--- src/rtl/rsa_host_ctrl.sv ---
// Byte-stream front end for the 256-bit RSA modexp core: loads operands, runs the core, streams the result.
// Optional busy-wait watchdog compiled in with `define RSA_CTRL_TIMEOUT_EN.
module rsa_host_ctrl #(
    parameter int NBYTES         = 32,
    parameter int TIMEOUT_CYCLES = 2000000
) (
    input  logic       clk,
    input  logic       reset,
    input  logic       in_valid,
    input  logic [7:0] in_data,
    output logic       in_ready,
    output logic       out_valid,
    output logic [7:0] out_data,
    input  logic       out_ready,
    output logic       done,
    output logic       err,
    output logic       core_rst,
    output logic       core_start,
    output logic       core_we_n,
    output logic       core_oe_n,
    output logic [1:0] core_reg_sel,
    output logic [5:0] core_addr,
    output logic [7:0] core_data_o,
    input  logic [7:0] core_data_i,
    input  logic       core_busy
);

    typedef enum logic [3:0] {
        LOAD, CLEAR, LAUNCH, WAIT_HI, WAIT_LO, RD_REQ, RD_CAP, SEND, ERR
    } state_t;

    localparam logic [6:0] NB1   = 7'(NBYTES);
    localparam logic [6:0] NB2   = 7'(2 * NBYTES);
    localparam logic [6:0] NB3M1 = 7'(3 * NBYTES - 1);
    localparam logic [6:0] NBM1  = 7'(NBYTES - 1);

    state_t     state;
    logic [6:0] cnt;
    logic [1:0] clr_cnt;
    logic       tmo_hit;

    assign done = ~reset & (state == SEND) & out_ready & (cnt == NBM1);

`ifdef RSA_CTRL_TIMEOUT_EN
    logic [31:0] tmo;
    logic        err_q;

    assign tmo_hit = ((state == WAIT_HI) || (state == WAIT_LO))
                   && (tmo == 32'(TIMEOUT_CYCLES - 1));
    assign err = err_q;

    always_ff @(posedge clk) begin
        if (reset) begin
            tmo   <= '0;
            err_q <= 1'b0;
        end else begin
            if (state == LAUNCH)
                tmo <= '0;
            else if ((state == WAIT_HI) || (state == WAIT_LO))
                tmo <= tmo + 32'd1;
            if (tmo_hit)
                err_q <= 1'b1;
        end
    end
`else
    assign tmo_hit = 1'b0;
    assign err     = 1'b0;
`endif

    always_ff @(posedge clk) begin
        if (reset) begin
            state     <= LOAD;
            cnt       <= '0;
            clr_cnt   <= '0;
            out_valid <= 1'b0;
            out_data  <= '0;
        end else begin
            unique case (state)
                LOAD: begin
                    if (in_valid) begin
                        if (cnt == NB3M1) begin
                            cnt     <= '0;
                            clr_cnt <= '0;
                            state   <= CLEAR;
                        end else begin
                            cnt <= cnt + 7'd1;
                        end
                    end
                end
                CLEAR: begin
                    clr_cnt <= clr_cnt + 2'd1;
                    if (clr_cnt == 2'd3)
                        state <= LAUNCH;
                end
                LAUNCH: state <= WAIT_HI;
                WAIT_HI: begin
                    if (tmo_hit)
                        state <= ERR;
                    else if (core_busy)
                        state <= WAIT_LO;
                end
                WAIT_LO: begin
                    if (tmo_hit)
                        state <= ERR;
                    else if (!core_busy)
                        state <= RD_REQ;
                end
                RD_REQ: state <= RD_CAP;
                RD_CAP: begin
                    out_data  <= core_data_i;
                    out_valid <= 1'b1;
                    state     <= SEND;
                end
                SEND: begin
                    if (out_ready) begin
                        out_valid <= 1'b0;
                        if (cnt == NBM1) begin
                            cnt   <= '0;
                            state <= LOAD;
                        end else begin
                            cnt   <= cnt + 7'd1;
                            state <= RD_REQ;
                        end
                    end
                end
                ERR: state <= ERR;
                default: state <= LOAD;
            endcase
        end
    end

    // Strobes are forced idle while reset is held, not just after it.
    always_comb begin
        in_ready     = 1'b0;
        core_we_n    = 1'b1;
        core_oe_n    = 1'b1;
        core_start   = 1'b1;
        core_rst     = 1'b0;
        core_reg_sel = 2'd0;
        core_addr    = 6'd0;
        core_data_o  = 8'd0;
        if (!reset) begin
            unique case (state)
                LOAD: begin
                    in_ready    = 1'b1;
                    core_we_n   = ~in_valid;
                    core_data_o = in_data;
                    if (cnt < NB1) begin
                        core_reg_sel = 2'd3;
                        core_addr    = cnt[5:0];
                    end else if (cnt < NB2) begin
                        core_reg_sel = 2'd1;
                        core_addr    = 6'(cnt - NB1);
                    end else begin
                        core_reg_sel = 2'd2;
                        core_addr    = 6'(cnt - NB2);
                    end
                end
                CLEAR:  core_rst = ~clr_cnt[1];
                LAUNCH: core_start = 1'b0;
                RD_REQ: begin
                    core_oe_n    = 1'b0;
                    core_reg_sel = 2'd0;
                    core_addr    = cnt[5:0];
                end
                default: ;
            endcase
        end
    end

endmodule

--- config.mk ---
export PLATFORM = sky130hd
export DESIGN_NAME = rsa_host_ctrl
export DESIGN_NICKNAME = d
export VERILOG_FILES = /design/src/rtl/rsa_host_ctrl.sv
export SDC_FILE = /design/constraint.sdc
export NUM_CORES = 1
export LEC_CHECK = 0
export ABC_AREA = 0
export CORE_MARGIN = 2
export CORE_UTILIZATION = 42
export CTS_CLUSTER_SIZE = 25
export DETAILED_ROUTE_END_ITERATION = 16
export GPL_TIMING_DRIVEN = 0
export HOLD_SLACK_MARGIN = 0.15
export MAX_ROUTING_LAYER = met4
export PLACE_DENSITY = 0.79
export SYNTH_ARGS = -nofsm -noshare
export SYNTH_HDL_FRONTEND = slang
export SYNTH_SLANG_ARGS = --single-unit
--- constraint.sdc ---
create_clock -name clk -period 2.21 [get_ports clk]
set_input_delay 0.221 -clock clk [delete_from_list [all_inputs] [get_ports clk]]
set_output_delay 0.221 -clock clk [all_outputs]
set_load 0.03 [all_outputs]
Word-level counts from Yosys, hierarchy flattened --
Index checks and enable logic that the tools add are counted.
Word-level totals: register bits after elaboration 22, bits of input ports 21
Operators by class: add/subtract/negate cells 4, order comparisons 2, eq/ne operators 17, muxes and demuxes 38, bitwise logic cells 6, reductions and logical operators 8
Operators with widths (number):
- 4-bit case mux with 9 select lines | 1
- 7-bit two-way mux | 4
- 4-bit two-way mux | 6
- 6-bit two-way mux | 3
- 4-bit by 3-bit == test with 1-bit output, second input constant | 4
- 8-bit two-way mux | 2
- 7-bit case mux with 2 select lines | 1
- 2-bit two-way mux | 6
- 2-bit != test, second input constant | 6
- 6-bit case mux with 2 select lines | 1
- 1-bit two-way mux | 11
- 4-bit by 2-bit == test with 1-bit output, second input constant | 2
- 7-bit by 1-bit adder with 7-bit output, second input constant | 1
- 7-bit by 5-bit == test with 1-bit output, second input constant | 1
- 7-bit == test, second input constant | 1
- 7-bit by 6-bit less-than comparator with 1-bit output, second input constant | 1
- 7-bit less-than comparator, second input constant | 1
- 3-bit AND reduction | 2
- 6-bit AND reduction | 1
- 2-bit nonzero test | 3
- 6-bit by 1-bit subtractor with 6-bit output, second input constant | 1
- 6-bit subtractor, second input constant | 1
- 4-bit by 1-bit == test with 1-bit output, second input constant | 1
- 4-bit == test, second input constant | 1
- other kinds (9) | 13

Logic depth before layout (Yosys ltp) --
depth after elaboration 5, gate-level depth with buffers 5

Worst setup path after synthesis --
OpenSTA, ideal clock, no wires.
kind register to output, start point register state[1], end point output port core_data_o[0], arrival time 1.841 ns, setup slack 0.148 ns, stages on the path, launching flop included 6, path buffers 2, path through dfxtp_1 > buf_2 > or3_1 > nor3_1 > clkbuf_1 > and2_1
Between the ends: longest elaborated chain between the ends 3
Ends and longest elaborated chain:
- from (decl) | line 37 | state_t state;
- from (signal assigned) | line 72 | state <= LOAD;
- from (signal assigned) | line 84 | state <= CLEAR;
- from (signal assigned) | line 93 | state <= LAUNCH;
- 4-bit logical NOT | line 143 | unique case (state)
- 8-bit two-way mux | line 143
- 8-bit two-way mux | line 142 | if (!reset) begin
- to (decl) | line 23 | output logic [7:0] core_data_o,
Every way passes these cells.

Worst setup path after layout --
start point register state[1], end point output port core_data_o[3]
The elaborated chain is that of the path after synthesis.

==> summary.txt <==
Outcome: finished, final reports clean
H-tree levels: 1
FILL cells: 240
FP Rows: 19
Ports: 53
Max Freq: 464 MHz
WL per Instance: 14.9 um
Crit Path Max Fanout: 10
Post-Syn Area: 1240 um^2
FF-to-FF End: cnt[6]
Total gr overflow: 0
Path type of the worst min-delay path: input port to flop
Post-Route Utilization: 0.678
Placement Cell Area: 1790 um^2
Core ar.: 2780 um^2
IO buf count: 51
Worst-Margin Slew: 0.600 ns
Clock sinks: 22
Post-Synthesis Cells: 159
Diode count: 0
Maxcap violations: 0
Clk_skew: 0.00229 ns
Setup violators final: 0
Type of the worst setup path: flop to output port
Initial antenna violation count: 0
FF-to-FF path depth: 5
Router iterations before antenna repair: 4
Crit path capture type: output port
Power after layout: 871 uW
Crit path from: state[1]
DR iter-0 viols: 47
Root Buffer: clkbuf_4
Total clock buffers created by CTS: 3
Max-slew violations: 0
Layout area overhead: 51.6%
Pin count of the biggest net entering global routing: 14
Final period utilization: 0.976
Register area share after synthesis: 0.354
Non-Filler Instances: 248
Post-layout net count: 241
IR Drop Worst-Case VDD: 449 uV
Cell count after placement: 241
Synth Register Bits: 22
Critical Path End: core_data_o[3]
Pwr dens: 462 nW/um^2
Post-route minimum period: 2.16 ns
Final TNS setup: 0 ns
Clock transition at path regs: 0.13 ns
First-pass GRT wire length: 6080 um
DR vias: 1386
GRT Total Usage: 0.232
Routed wire length: 3700 um
Worst-Skew Late Latency: 0.32 ns
HPWL Detailed: 2690 um
Worst slew margin: 0.598
Vias in the first global route: 1324
CP Data Arrival Time: 1.93 ns
Startpoint Class: flop
Worst Path Required: 1.99 ns
# DRC: 0
DR vias/cell: 5.59
Die ar.: 3410 um^2
Die Wd: 58.4 um
Routed Antenna Nets: 0
Placer Congestion: 0.855
Layout cells sized above 1: 0.194
Synthesized net count: 182
Initial core utilization: 0.447
Mean Syn Cell Area: 7.82 um^2
Endpoints failing hold: 0
Bufs on Longest Clock Path: 2
Flop2flop setup slack: 0.36 ns
CTS tree: built
Die H: 58.4 um
Synth warn: 0
Design area: 1890 um^2
RR Startpoint: state[2]
Synth unique cells: 39
P_leak: 0.000731 uW
## worst min path at each step
stage                   start     endpoint  cells past startpoint
2_1_floorplan  core_data_i[0]  out_data[0]                      2
3_5_place_dp      out_data[2]  out_data[2]                      2
3_3_place_gp      out_data[5]  out_data[5]                      2
4_1_cts        core_data_i[1]  out_data[1]                      3
5_1_grt        core_data_i[5]  out_data[5]                      3
6_report       core_data_i[0]  out_data[0]                      3
## metrics by stage
| stage | hold slack (ns) | setup slack, ns |
|---|---|---|
| after floorplan | 0.357 | 0.148 |
| after global placement | 0.442 | -0.466 |
| after detailed placement | 0.448 | -0.477 |
| after CTS | 0.425 | 0.00829 |
| after global routing | 0.432 | -0.0112 |
| final | 0.426 | 0.0541 |
## cells in the final DEF, fill, tap and decap left out, types with 5 or more instances in the layout
cell type        count
a21oi_1             12
buf_4               12
nor2_1              16
buf_2                5
clkdlybuf4s50_1     30
dlygate4sd2_1        5
dfxtp_1             19
and2_1              13
nand2_1             22
xnor2_1              6
## worst max-delay path, cell delays in order (launching register included)
cell and delay, ns:
dfxtp_2 0.36, buf_4 0.17, or3_4 0.37, nor3_4 0.23, buf_4 0.17, and2_1 0.14, buf_4 0.16
## cells by family (layout without fill, tap and decap cells)
family                   Yosys count  count (layout)  synth area share
AO/OA/AOI/OAI                     28              28             0.167
XOR/XNOR                           7               7            0.0493
adder cells (fa/ha/maj)            2               2            0.0201
buffers and inverters             13              71            0.0443
flip-flops                        22              22             0.354
multiplexers                       2               2            0.0161
other                              1               1           0.00302
AND/OR/NAND/NOR                   84              84             0.346
## sequential cells by signal, summed over array words and instances (netlist names)
| register | count |
|---|---|
| cnt | 7 |
| out_data | 8 |
| state | 4 |
| clr_cnt | 2 |
| out_valid | 1 |
## report_power, final
part	internal, uW	switching, uW
clock	184	139
combinational	69.7	72.8
sequential	401	4.48
## timing repair
action                     4_1_cts  5_1_grt
cloned                           0        1
hold buffers                     0        0
resized for setup               80       23
buffers inserted                 0        2
setup endpoints to repair       21       18
pin swaps                        0        3
## layout make-up
cell class              count  area [um^2]  area share
flip-flops and latches     22          444       0.236
plain buffers              10         57.6      0.0305
multi-input cells         124          781       0.414
clock buffers               3         22.5      0.0119
well taps                  31         38.8      0.0206
clock inverters             1         30.0      0.0159
repair buffers             54          500       0.265
inverters                   3         11.3     0.00597
## cells in the mapped netlist
| cell | n | share of area |
|---|---|---|
| nand3_1 | 3 | 0.012 |
| a21oi_4 | 1 | 0.013 |
| o21ai_0 | 2 | 0.0080 |
| nand4_1 | 3 | 0.015 |
| a31o_2 | 1 | 0.0070 |
| buf_1 | 1 | 0.0030 |
| o32ai_1 | 1 | 0.0070 |
| nor2_2 | 1 | 0.0050 |
| mux2i_1 | 2 | 0.016 |
| a2111oi_4 | 1 | 0.022 |
| a32o_1 | 1 | 0.0080 |
| buf_2 | 2 | 0.0080 |
| nor3_1 | 7 | 0.028 |
| o21a_1 | 2 | 0.012 |
| a41oi_1 | 1 | 0.0070 |
| o211ai_1 | 1 | 0.0060 |
| and4_1 | 1 | 0.0070 |
| nand2_1 | 22 | 0.066 |
| xnor2_1 | 6 | 0.042 |
| ha_1 | 2 | 0.020 |
| nand2b_1 | 3 | 0.015 |
| or4b_4 | 1 | 0.011 |
| inv_1 | 3 | 0.0091 |
| buf_4 | 1 | 0.0060 |
| a211oi_1 | 3 | 0.018 |
| nor2b_1 | 2 | 0.010 |
| a21oi_1 | 12 | 0.048 |
| a31oi_1 | 2 | 0.010 |
| dfxtp_1 | 22 | 0.35 |
| or2_2 | 3 | 0.015 |
| conb_1 | 1 | 0.0030 |
| nand4b_1 | 1 | 0.0070 |
| clkbuf_1 | 6 | 0.018 |
| and2_1 | 13 | 0.065 |
| nor4_1 | 3 | 0.015 |
| nor2_1 | 16 | 0.048 |
| xor2_1 | 1 | 0.0070 |
| and3_1 | 2 | 0.010 |
| or3_1 | 3 | 0.015 |
## metal layers
layer | routed length, um | track usage | up-vias
met5 | 0 | - | -
met1 | 1680 | 0.307 | 686
met4 | 65 | 0.0797 | 0
li1 | - | - | 665
met2 | 1850 | 0.366 | 28
met3 | 107 | 0.0286 | 7
Power figures use the tool's default switching activity.
